==> config.mk <==
export PLATFORM = sky130hd
export DESIGN_NAME = hazard_controller
export DESIGN_NICKNAME = d
export VERILOG_FILES = /design/src/rtl/hazard_controller.sv
export SDC_FILE = /design/constraint.sdc
export NUM_CORES = 1
export LEC_CHECK = 0
export ABC_AREA = 1
export ABC_CLOCK_PERIOD_IN_PS = 2250
export CAP_MARGIN = 20
export CORE_ASPECT_RATIO = 0.9
export CORE_MARGIN = 2
export CORE_UTILIZATION = 40
export CTS_CLUSTER_SIZE = 8
export DETAILED_ROUTE_END_ITERATION = 10
export PLACE_DENSITY = 0.76
export SLEW_MARGIN = 10
export SYNTH_ARGS = -nofsm -noshare
export SYNTH_HDL_FRONTEND = slang
export SYNTH_SLANG_ARGS = --single-unit
==> constraint.sdc <==
create_clock -name clk -period 2.25 [get_ports clk]
set_input_delay 0.3375 -clock clk [delete_from_list [all_inputs] [get_ports clk]]
set_output_delay 0.3375 -clock clk [all_outputs]
set_load 0.1 [all_outputs]
==> src/rtl/hazard_controller.sv <==
// Pipeline sequencing controller: load-use stalls, taken-branch flushes and
// data-memory wait holds, with saturating stall/flush statistics.
module hazard_controller #(
  parameter int unsigned LU_STALL_CYCLES = 1,
  parameter int unsigned MEM_TIMEOUT     = 64,
  parameter int unsigned CNT_W           = 16
) (
  input  logic             clk,
  input  logic             reset,
  input  logic [4:0]       IF_ID_rs1,
  input  logic [4:0]       IF_ID_rs2,
  input  logic             IF_ID_rs2_used,
  input  logic [4:0]       ID_EX_rd,
  input  logic             ID_EX_memRead,
  input  logic             MEM_branch_taken,
  input  logic             dmem_req,
  input  logic             dmem_ready,
  output logic             pc_write,
  output logic             IF_ID_write,
  output logic             ID_EX_bubble,
  output logic             IF_ID_flush,
  output logic             ID_EX_flush,
  output logic             EX_MEM_flush,
  output logic             pipe_hold,
  output logic             mem_timeout,
  output logic [CNT_W-1:0] stall_cnt,
  output logic [CNT_W-1:0] flush_cnt
);

  localparam int unsigned LU_W   = 2;
  localparam int unsigned WAIT_W = $clog2(MEM_TIMEOUT + 1);

  typedef enum logic [1:0] {RUN, LU_STALL, MEM_WAIT} state_t;

  state_t              state_q, state_d;
  logic [LU_W-1:0]     lu_cnt_q, lu_cnt_d;
  logic                resume_lu_q, resume_lu_d;
  logic [WAIT_W-1:0]   wait_cnt_q, wait_cnt_d;
  logic                mem_timeout_q, mem_timeout_d;
  logic [CNT_W-1:0]    stall_cnt_q, flush_cnt_q;

  logic hold, flush, lu, in_lu;

  assign hold  = dmem_req & ~dmem_ready;
  assign flush = MEM_branch_taken & ~hold;
  assign lu    = ID_EX_memRead & (ID_EX_rd != 5'd31) &
                 ((ID_EX_rd == IF_ID_rs1) | (IF_ID_rs2_used & (ID_EX_rd == IF_ID_rs2)));
  // A stall interrupted by a memory wait resumes once the wait ends.
  assign in_lu = (state_q == LU_STALL) | ((state_q == MEM_WAIT) & resume_lu_q);

  // Next-state and control outputs, priority hold > flush > load-use.
  always_comb begin
    state_d       = state_q;
    lu_cnt_d      = lu_cnt_q;
    resume_lu_d   = resume_lu_q;
    wait_cnt_d    = '0;
    mem_timeout_d = mem_timeout_q;
    pc_write      = 1'b1;
    IF_ID_write   = 1'b1;
    ID_EX_bubble  = 1'b0;
    IF_ID_flush   = 1'b0;
    ID_EX_flush   = 1'b0;
    EX_MEM_flush  = 1'b0;
    pipe_hold     = 1'b0;

    if (!reset) begin
      pc_write     = 1'b0;
      IF_ID_write  = 1'b0;
      IF_ID_flush  = 1'b1;
      ID_EX_flush  = 1'b1;
      EX_MEM_flush = 1'b1;
    end else if (hold) begin
      pipe_hold   = 1'b1;
      pc_write    = 1'b0;
      IF_ID_write = 1'b0;
      state_d     = MEM_WAIT;
      resume_lu_d = in_lu;
      wait_cnt_d  = (wait_cnt_q == WAIT_W'(MEM_TIMEOUT)) ? wait_cnt_q
                                                          : wait_cnt_q + WAIT_W'(1);
      if (wait_cnt_d == WAIT_W'(MEM_TIMEOUT)) mem_timeout_d = 1'b1;
    end else if (flush) begin
      IF_ID_flush  = 1'b1;
      ID_EX_flush  = 1'b1;
      EX_MEM_flush = 1'b1;
      state_d      = RUN;
      lu_cnt_d     = '0;
      resume_lu_d  = 1'b0;
    end else if (in_lu) begin
      pc_write     = 1'b0;
      IF_ID_write  = 1'b0;
      ID_EX_bubble = 1'b1;
      resume_lu_d  = 1'b0;
      if (lu_cnt_q <= LU_W'(1)) begin
        state_d  = RUN;
        lu_cnt_d = '0;
      end else begin
        state_d  = LU_STALL;
        lu_cnt_d = lu_cnt_q - LU_W'(1);
      end
    end else begin
      state_d     = RUN;
      resume_lu_d = 1'b0;
      if (lu) begin
        pc_write     = 1'b0;
        IF_ID_write  = 1'b0;
        ID_EX_bubble = 1'b1;
        if (LU_STALL_CYCLES > 1) begin
          state_d  = LU_STALL;
          lu_cnt_d = LU_W'(LU_STALL_CYCLES - 1);
        end
      end
    end
  end

  // State, wait tracking and saturating statistics.
  always_ff @(posedge clk) begin
    if (!reset) begin
      state_q       <= RUN;
      lu_cnt_q      <= '0;
      resume_lu_q   <= 1'b0;
      wait_cnt_q    <= '0;
      mem_timeout_q <= 1'b0;
      stall_cnt_q   <= '0;
      flush_cnt_q   <= '0;
    end else begin
      state_q       <= state_d;
      lu_cnt_q      <= lu_cnt_d;
      resume_lu_q   <= resume_lu_d;
      wait_cnt_q    <= wait_cnt_d;
      mem_timeout_q <= mem_timeout_d;
      if ((~pc_write | pipe_hold) && (stall_cnt_q != '1))
        stall_cnt_q <= stall_cnt_q + CNT_W'(1);
      if (flush && (flush_cnt_q != '1))
        flush_cnt_q <= flush_cnt_q + CNT_W'(1);
    end
  end

  assign mem_timeout = mem_timeout_q;
  assign stall_cnt   = stall_cnt_q;
  assign flush_cnt   = flush_cnt_q;

endmodule

### After elaboration in Yosys (flattened, before gate mapping)

Cells that the tools add are included.

* bits in registers: 45
* bits of input ports: 22
* output and inout bits: 40

* $add $sub $neg: 4
* order comparisons: 1
* equality and inequality tests: 9
* multiplexer cells: 23
* bitwise logic cells: 14
* reductions and logical operators: 7

Operator list (number)
* 16-bit by 1-bit adder with 16-bit output, second input constant: 2
* 16-bit != test, second input constant: 2
* 1-bit 2-to-1 mux: 16
* 7-bit == test, second input constant: 2
* 2-bit 2-to-1 mux: 6
* 5-bit == test: 2
* 7-bit by 1-bit adder with 7-bit output, second input constant: 1
* 7-bit 2-to-1 mux: 1
* 1-bit bitwise AND: 6
* 2-bit AND reduction: 3
* 5-bit != test, second input constant: 1
* 1-bit NOT: 5
* 4-bit OR reduction: 1
* 1-bit bitwise OR: 3
* 2-bit by 1-bit == test with 1-bit output, second input constant: 1
* 2-bit == test, second input constant: 1
* 2-bit by 1-bit <= comparator with 1-bit output, second input constant: 1
* 1-bit logical AND: 2
* 2-bit nonzero test: 1
* 2-bit by 1-bit subtractor with 2-bit output, second input constant: 1

### Logic depth before layout (Yosys ltp)

* depth in word-level cells: 12
* gate-level depth with buffers: 14
* mapped depth without buffers: 13

### Worst setup path before layout

Ideal clock, no wire load.

* path type: input port to output port
* from: input reset
* to: output ID_EX_bubble
* arrival time: 3.045 ns
* data required time: 1.913 ns
* slack: -1.132 ns
* stages on the path: 4
* path buffers: 2
* cell sequence: clkbuf_1 > clkinv_1 > clkbuf_1 > nor3_1

* longest elaborated chain between the ends: 1

Ends and longest elaborated chain
* from (decl): line 9 `input logic reset,`
* 1-bit 2-to-1 mux: line 66 `if (!reset) begin`
* to (decl): line 20 `output logic ID_EX_bubble,`

Every way passes these cells.

### Worst setup path in the final report

* from: input IF_ID_rs2[4]
* to: output IF_ID_write

* longest elaborated chain between the ends: 9

Ends and longest elaborated chain
* from (decl): line 11 `input logic [4:0] IF_ID_rs2,`
* 5-bit == test: line 47 `((ID_EX_rd == IF_ID_rs1) | (IF_ID_rs2_used & (ID_EX_rd == IF_ID_rs2)));`
* 1-bit bitwise AND: line 47
* 1-bit bitwise OR: line 47
* 1-bit bitwise AND: line 46 `assign lu = ID_EX_memRead & (ID_EX_rd != 5'd31) &`
* 1-bit 2-to-1 mux: line 103 `if (lu) begin`
* 1-bit 2-to-1 mux: line 88 `end else if (in_lu) begin`
* 1-bit 2-to-1 mux: line 81 `end else if (flush) begin`
* 1-bit 2-to-1 mux: line 72 `end else if (hold) begin`
* 1-bit 2-to-1 mux: line 66
* to (decl): line 19 `output logic IF_ID_write,`

Every way passes these cells.

==> run_summary.xml <==
<?xml version="1.0" encoding="UTF-8"?>
<metrics>
  <group name="setup_path">
    <metric name="crit_path_max_fanout" unit="">3</metric>
    <metric name="timing.critical_path.required" unit="ns">1.91</metric>
    <metric name="worst-endpoint-arrival" unit="ns">1.78</metric>
    <metric name="timing.setup.critical_path_class" unit="">in2out</metric>
    <metric name="setup.worst_path.start_class" unit="">input pin</metric>
    <metric name="crit_path_end_kind" unit="">primary output</metric>
  </group>
  <group name="route">
    <metric name="via_count" unit="">2583</metric>
    <metric name="antenna_violating_nets_left" unit="">0</metric>
    <metric name="initialDrtViolationCount" unit="">114</metric>
    <metric name="dr.pass1.iters" unit="">4</metric>
    <metric name="avgViaCountPerCell" unit="">4.83</metric>
    <metric name="detailroute.wirelength.met3" unit="um">213</metric>
    <metric name="drt-wirelength-per-cell" unit="um">11.4</metric>
    <metric name="drt-met1-wl" unit="mm">2.74</metric>
    <metric name="wirelength" unit="mm">6.11</metric>
    <metric name="highest_layer" unit="">met4</metric>
    <metric name="drcViolationCount" unit="">0</metric>
    <metric name="detailroute.wirelength.met2" unit="mm">3.09</metric>
  </group>
  <group name="synthesis">
    <metric name="synth.largest_area_cell" unit="">sky130_fd_sc_hd__dfxtp_1</metric>
    <metric name="synth_edf_count" unit="">0</metric>
    <metric name="synth_cells" unit="">383</metric>
    <metric name="syn-cell-area" unit="um^2">2550</metric>
    <metric name="dominantRegCellSynth" unit="">sky130_fd_sc_hd__dfxtp_1</metric>
    <metric name="yosys.cell_types.count" unit="">32</metric>
    <metric name="synth_top_cell_area_share" unit="">0.354</metric>
    <metric name="synth_common_cells" unit="">sky130_fd_sc_hd__nand2_1 (89), sky130_fd_sc_hd__nor2_1 (48), sky130_fd_sc_hd__inv_1 (46), sky130_fd_sc_hd__dfxtp_1 (45), sky130_fd_sc_hd__nand3_1 (38)</metric>
    <metric name="ys_warn_count" unit="">0</metric>
    <metric name="mappedNetlistNets" unit="">409</metric>
    <metric name="ys_seq_elements" unit="">45</metric>
    <metric name="synth_most_common_cell" unit="">sky130_fd_sc_hd__nand2_1</metric>
    <metric name="synthTopCellsByArea" unit="">sky130_fd_sc_hd__dfxtp_1 (35%), sky130_fd_sc_hd__nand2_1 (13%), sky130_fd_sc_hd__nand3_1 (7.5%)</metric>
    <metric name="syn_avg_cell_area" unit="um^2">6.65</metric>
    <metric name="seq_area_frac_synth" unit="">0.354</metric>
    <metric name="asyncSetResetFlopFracSynth" unit="">0</metric>
  </group>
  <group name="sta">
    <metric name="fin_tns_setup" unit="ns">0</metric>
    <metric name="maxSlewViolCount" unit="">0</metric>
    <metric name="worstMarginPinSlew" unit="ns">0.332</metric>
    <metric name="timing.fmax" unit="GHz">0.472</metric>
    <metric name="rsz0062_at_grt" unit="">yes</metric>
    <metric name="post_layout_min_period" unit="ns">2.12</metric>
    <metric name="final_setup_fails" unit="">0</metric>
    <metric name="rel_slew_slack" unit="">0.777</metric>
    <metric name="setup_ws" unit="ns">0.133</metric>
    <metric name="report.final.hold_viol_count" unit="">0</metric>
    <metric name="finalCritPeriodShare" unit="">0.941</metric>
    <metric name="timing.clock.skew" unit="ns">0.00834</metric>
  </group>
  <group name="clock_tree">
    <metric name="tritoncts.num_buffers" unit="">5</metric>
    <metric name="numClockSinks" unit="">45</metric>
    <metric name="tritoncts" unit="">yes</metric>
    <metric name="worst_skew_pair.late_latency" unit="ns">0.29</metric>
    <metric name="clk_path_buf_depth" unit="">2</metric>
    <metric name="cts.root.buffer_cell" unit="">sky130_fd_sc_hd__clkbuf_8</metric>
    <metric name="cts_post_setup_buffers_inserted" unit="">0</metric>
    <metric name="clock_input_transition_at_the_sequential_cells_of_the_worst_setup_and_hold_paths" unit="ns">0.08</metric>
    <metric name="htree_num_levels" unit="">2</metric>
  </group>
  <group name="pwr">
    <metric name="p_leak" unit="uW">0.00153</metric>
    <metric name="clock_power_share" unit="">0.302</metric>
    <metric name="share_comb_of_total_power" unit="">0.192</metric>
    <metric name="power_frac_seq" unit="">0.506</metric>
    <metric name="irDropWorstVdd" unit="mV">0.303</metric>
    <metric name="power_switching_share" unit="">0.301</metric>
    <metric name="power.internal" unit="uW">1130</metric>
    <metric name="power_switching" unit="uW">487</metric>
    <metric name="power_per_cell_area" unit="nW/um^2">477</metric>
  </group>
  <group name="layout">
    <metric name="filler_cell_count" unit="">617</metric>
    <metric name="diodes" unit="">0</metric>
    <metric name="utilization" unit="">0.551</metric>
    <metric name="design_area" unit="um^2">3390</metric>
    <metric name="layout-drive-gt1-share" unit="">0.201</metric>
    <metric name="areaGrowthSynthToFinish" unit="%">33.1</metric>
    <metric name="final_nets" unit="">473</metric>
  </group>
  <group name="placement">
    <metric name="placement.setup.worst_slack" unit="ns">-0.00127</metric>
    <metric name="port_buffers" unit="">61</metric>
    <metric name="hpwl" unit="mm">4.72</metric>
    <metric name="postPlaceCellArea" unit="um^2">3290</metric>
    <metric name="globalplace.congestion" unit="">0.802</metric>
  </group>
  <group name="grt">
    <metric name="grt_start_max_net_pins" unit="">22</metric>
    <metric name="globalRoute.totalOverflow" unit="">0</metric>
    <metric name="first_global_vias" unit="">2361</metric>
    <metric name="grt_antenna_before_repair" unit="">0</metric>
    <metric name="grt_first_pass_wirelength" unit="mm">10.1</metric>
    <metric name="groute.usage.overall" unit="">0.179</metric>
  </group>
  <group name="run_status">
    <metric name="outcome" unit="">complete, no violations</metric>
  </group>
  <group name="flow_run">
    <metric name="maxCapViolCount" unit="">0</metric>
  </group>
  <group name="floorplanning">
    <metric name="core.rowCount" unit="">27</metric>
    <metric name="die_height" unit="um">79.7</metric>
    <metric name="boundaryPins" unit="">62</metric>
    <metric name="core" unit="um^2">6150</metric>
    <metric name="chipWidth" unit="um">88.1</metric>
    <metric name="start_util" unit="">0.414</metric>
    <metric name="design.die.area" unit="um^2">7020</metric>
  </group>
  <group name="min_path">
    <metric name="class_of_the_tightest_hold_or_removal_check" unit="">reg2reg</metric>
  </group>
</metrics>
[cells by family (layout without fill, tap and decap cells)]
family	after synthesis	in the layout	share of synthesized area
AO/OA/AOI/OAI	51	51	0.111
XOR/XNOR	18	18	0.0619
adder cells (fa/ha/maj)	4	4	0.0196
buffers and inverters	66	131	0.106
flip-flops	45	45	0.354
AND/OR/NAND/NOR	199	199	0.347
[state kept, by name, summed over array words and instances (netlist names)]
name         cells
flush_cnt       16
lu_cnt_q         2
mem_timeout      1
resume_lu_q      1
stall_cnt       16
state_q          2
wait_cnt_q       7
[per-stage QoR]
step,instances,hold slack (ns),power (uW)
finish,535,0.458,1620
detailed placement,527,0.450,1150
global route,535,0.487,1700
floorplan,383,0.446,1050
global placement,527,0.445,1150
CTS,535,0.462,1640
[power groups by stage]
stage / Clock, uW / Combinational [uW] / Sequential, uW
3_3_place_gp: 0 / 310 / 838
2_1_floorplan: 0 / 157 / 892
3_5_place_dp: 0 / 313 / 839
4_1_cts: 510 / 312 / 820
6_report: 488 / 311 / 820
5_1_grt: 545 / 332 / 822
[per-layer routing]
layer,up-vias,global-route usage
li1,1351,-
met1,1188,0.221
met2,39,0.313
met3,5,0.0372
met4,0,0.0515
met5,-,0
[final timing paths]
check | startpoint | end | slack (ns) | cells past startpoint
worst max-delay path | IF_ID_rs2[4] | IF_ID_write | 0.13 | 13
worst min-delay path | mem_timeout | mem_timeout | 0.46 | 2
worst max register to register | stall_cnt[0] | stall_cnt[5] | 0.28 | 11
worst min register to register | mem_timeout | mem_timeout | 0.46 | 2
[final cells by class]
class,count,area (um^2),area share
inverter,55,210,0.0620
timing repair buffer,68,667,0.197
clock inverter,1,7.51,0.00221
clock buffer,7,76.3,0.0225
sequential,45,920,0.271
multi-input combinational,272,1400,0.413
tap,87,109,0.0321
[layout by cell type (no fill, tap or decap), drive strengths merged, types with 6 or more instances in the layout]
cell	count
a21oi	31
inv	53
nand2	91
dfxtp	45
o21ai	13
xor2	13
nand3	40
clkdlybuf4s50	10
buf	47
nand4	6
clkbuf	7
dlymetal6s2s	8
nor3	9
nor2	50
[timing repair]
action	CTS	global route
pin swaps	0	7
setup endpoints to repair	2	3
hold buffers	0	0
gates resized for setup	3	9
[worst max-delay path: stages]
cell and delay, ns:
sky130_fd_sc_hd__clkdlybuf4s50_1 0.48, sky130_fd_sc_hd__inv_1 0.04, sky130_fd_sc_hd__nand2_1 0.05, sky130_fd_sc_hd__nand2_1 0.05, sky130_fd_sc_hd__nor2_1 0.08, sky130_fd_sc_hd__nand3_1 0.08
sky130_fd_sc_hd__nand2_1 0.07, sky130_fd_sc_hd__nand2_1 0.05, sky130_fd_sc_hd__nand2_1 0.06, sky130_fd_sc_hd__nand2_2 0.08, sky130_fd_sc_hd__nand2_4 0.09, sky130_fd_sc_hd__clkinvlp_4 0.13
sky130_fd_sc_hd__buf_12 0.18
Note: power is estimated with default switching activity, not from simulation.
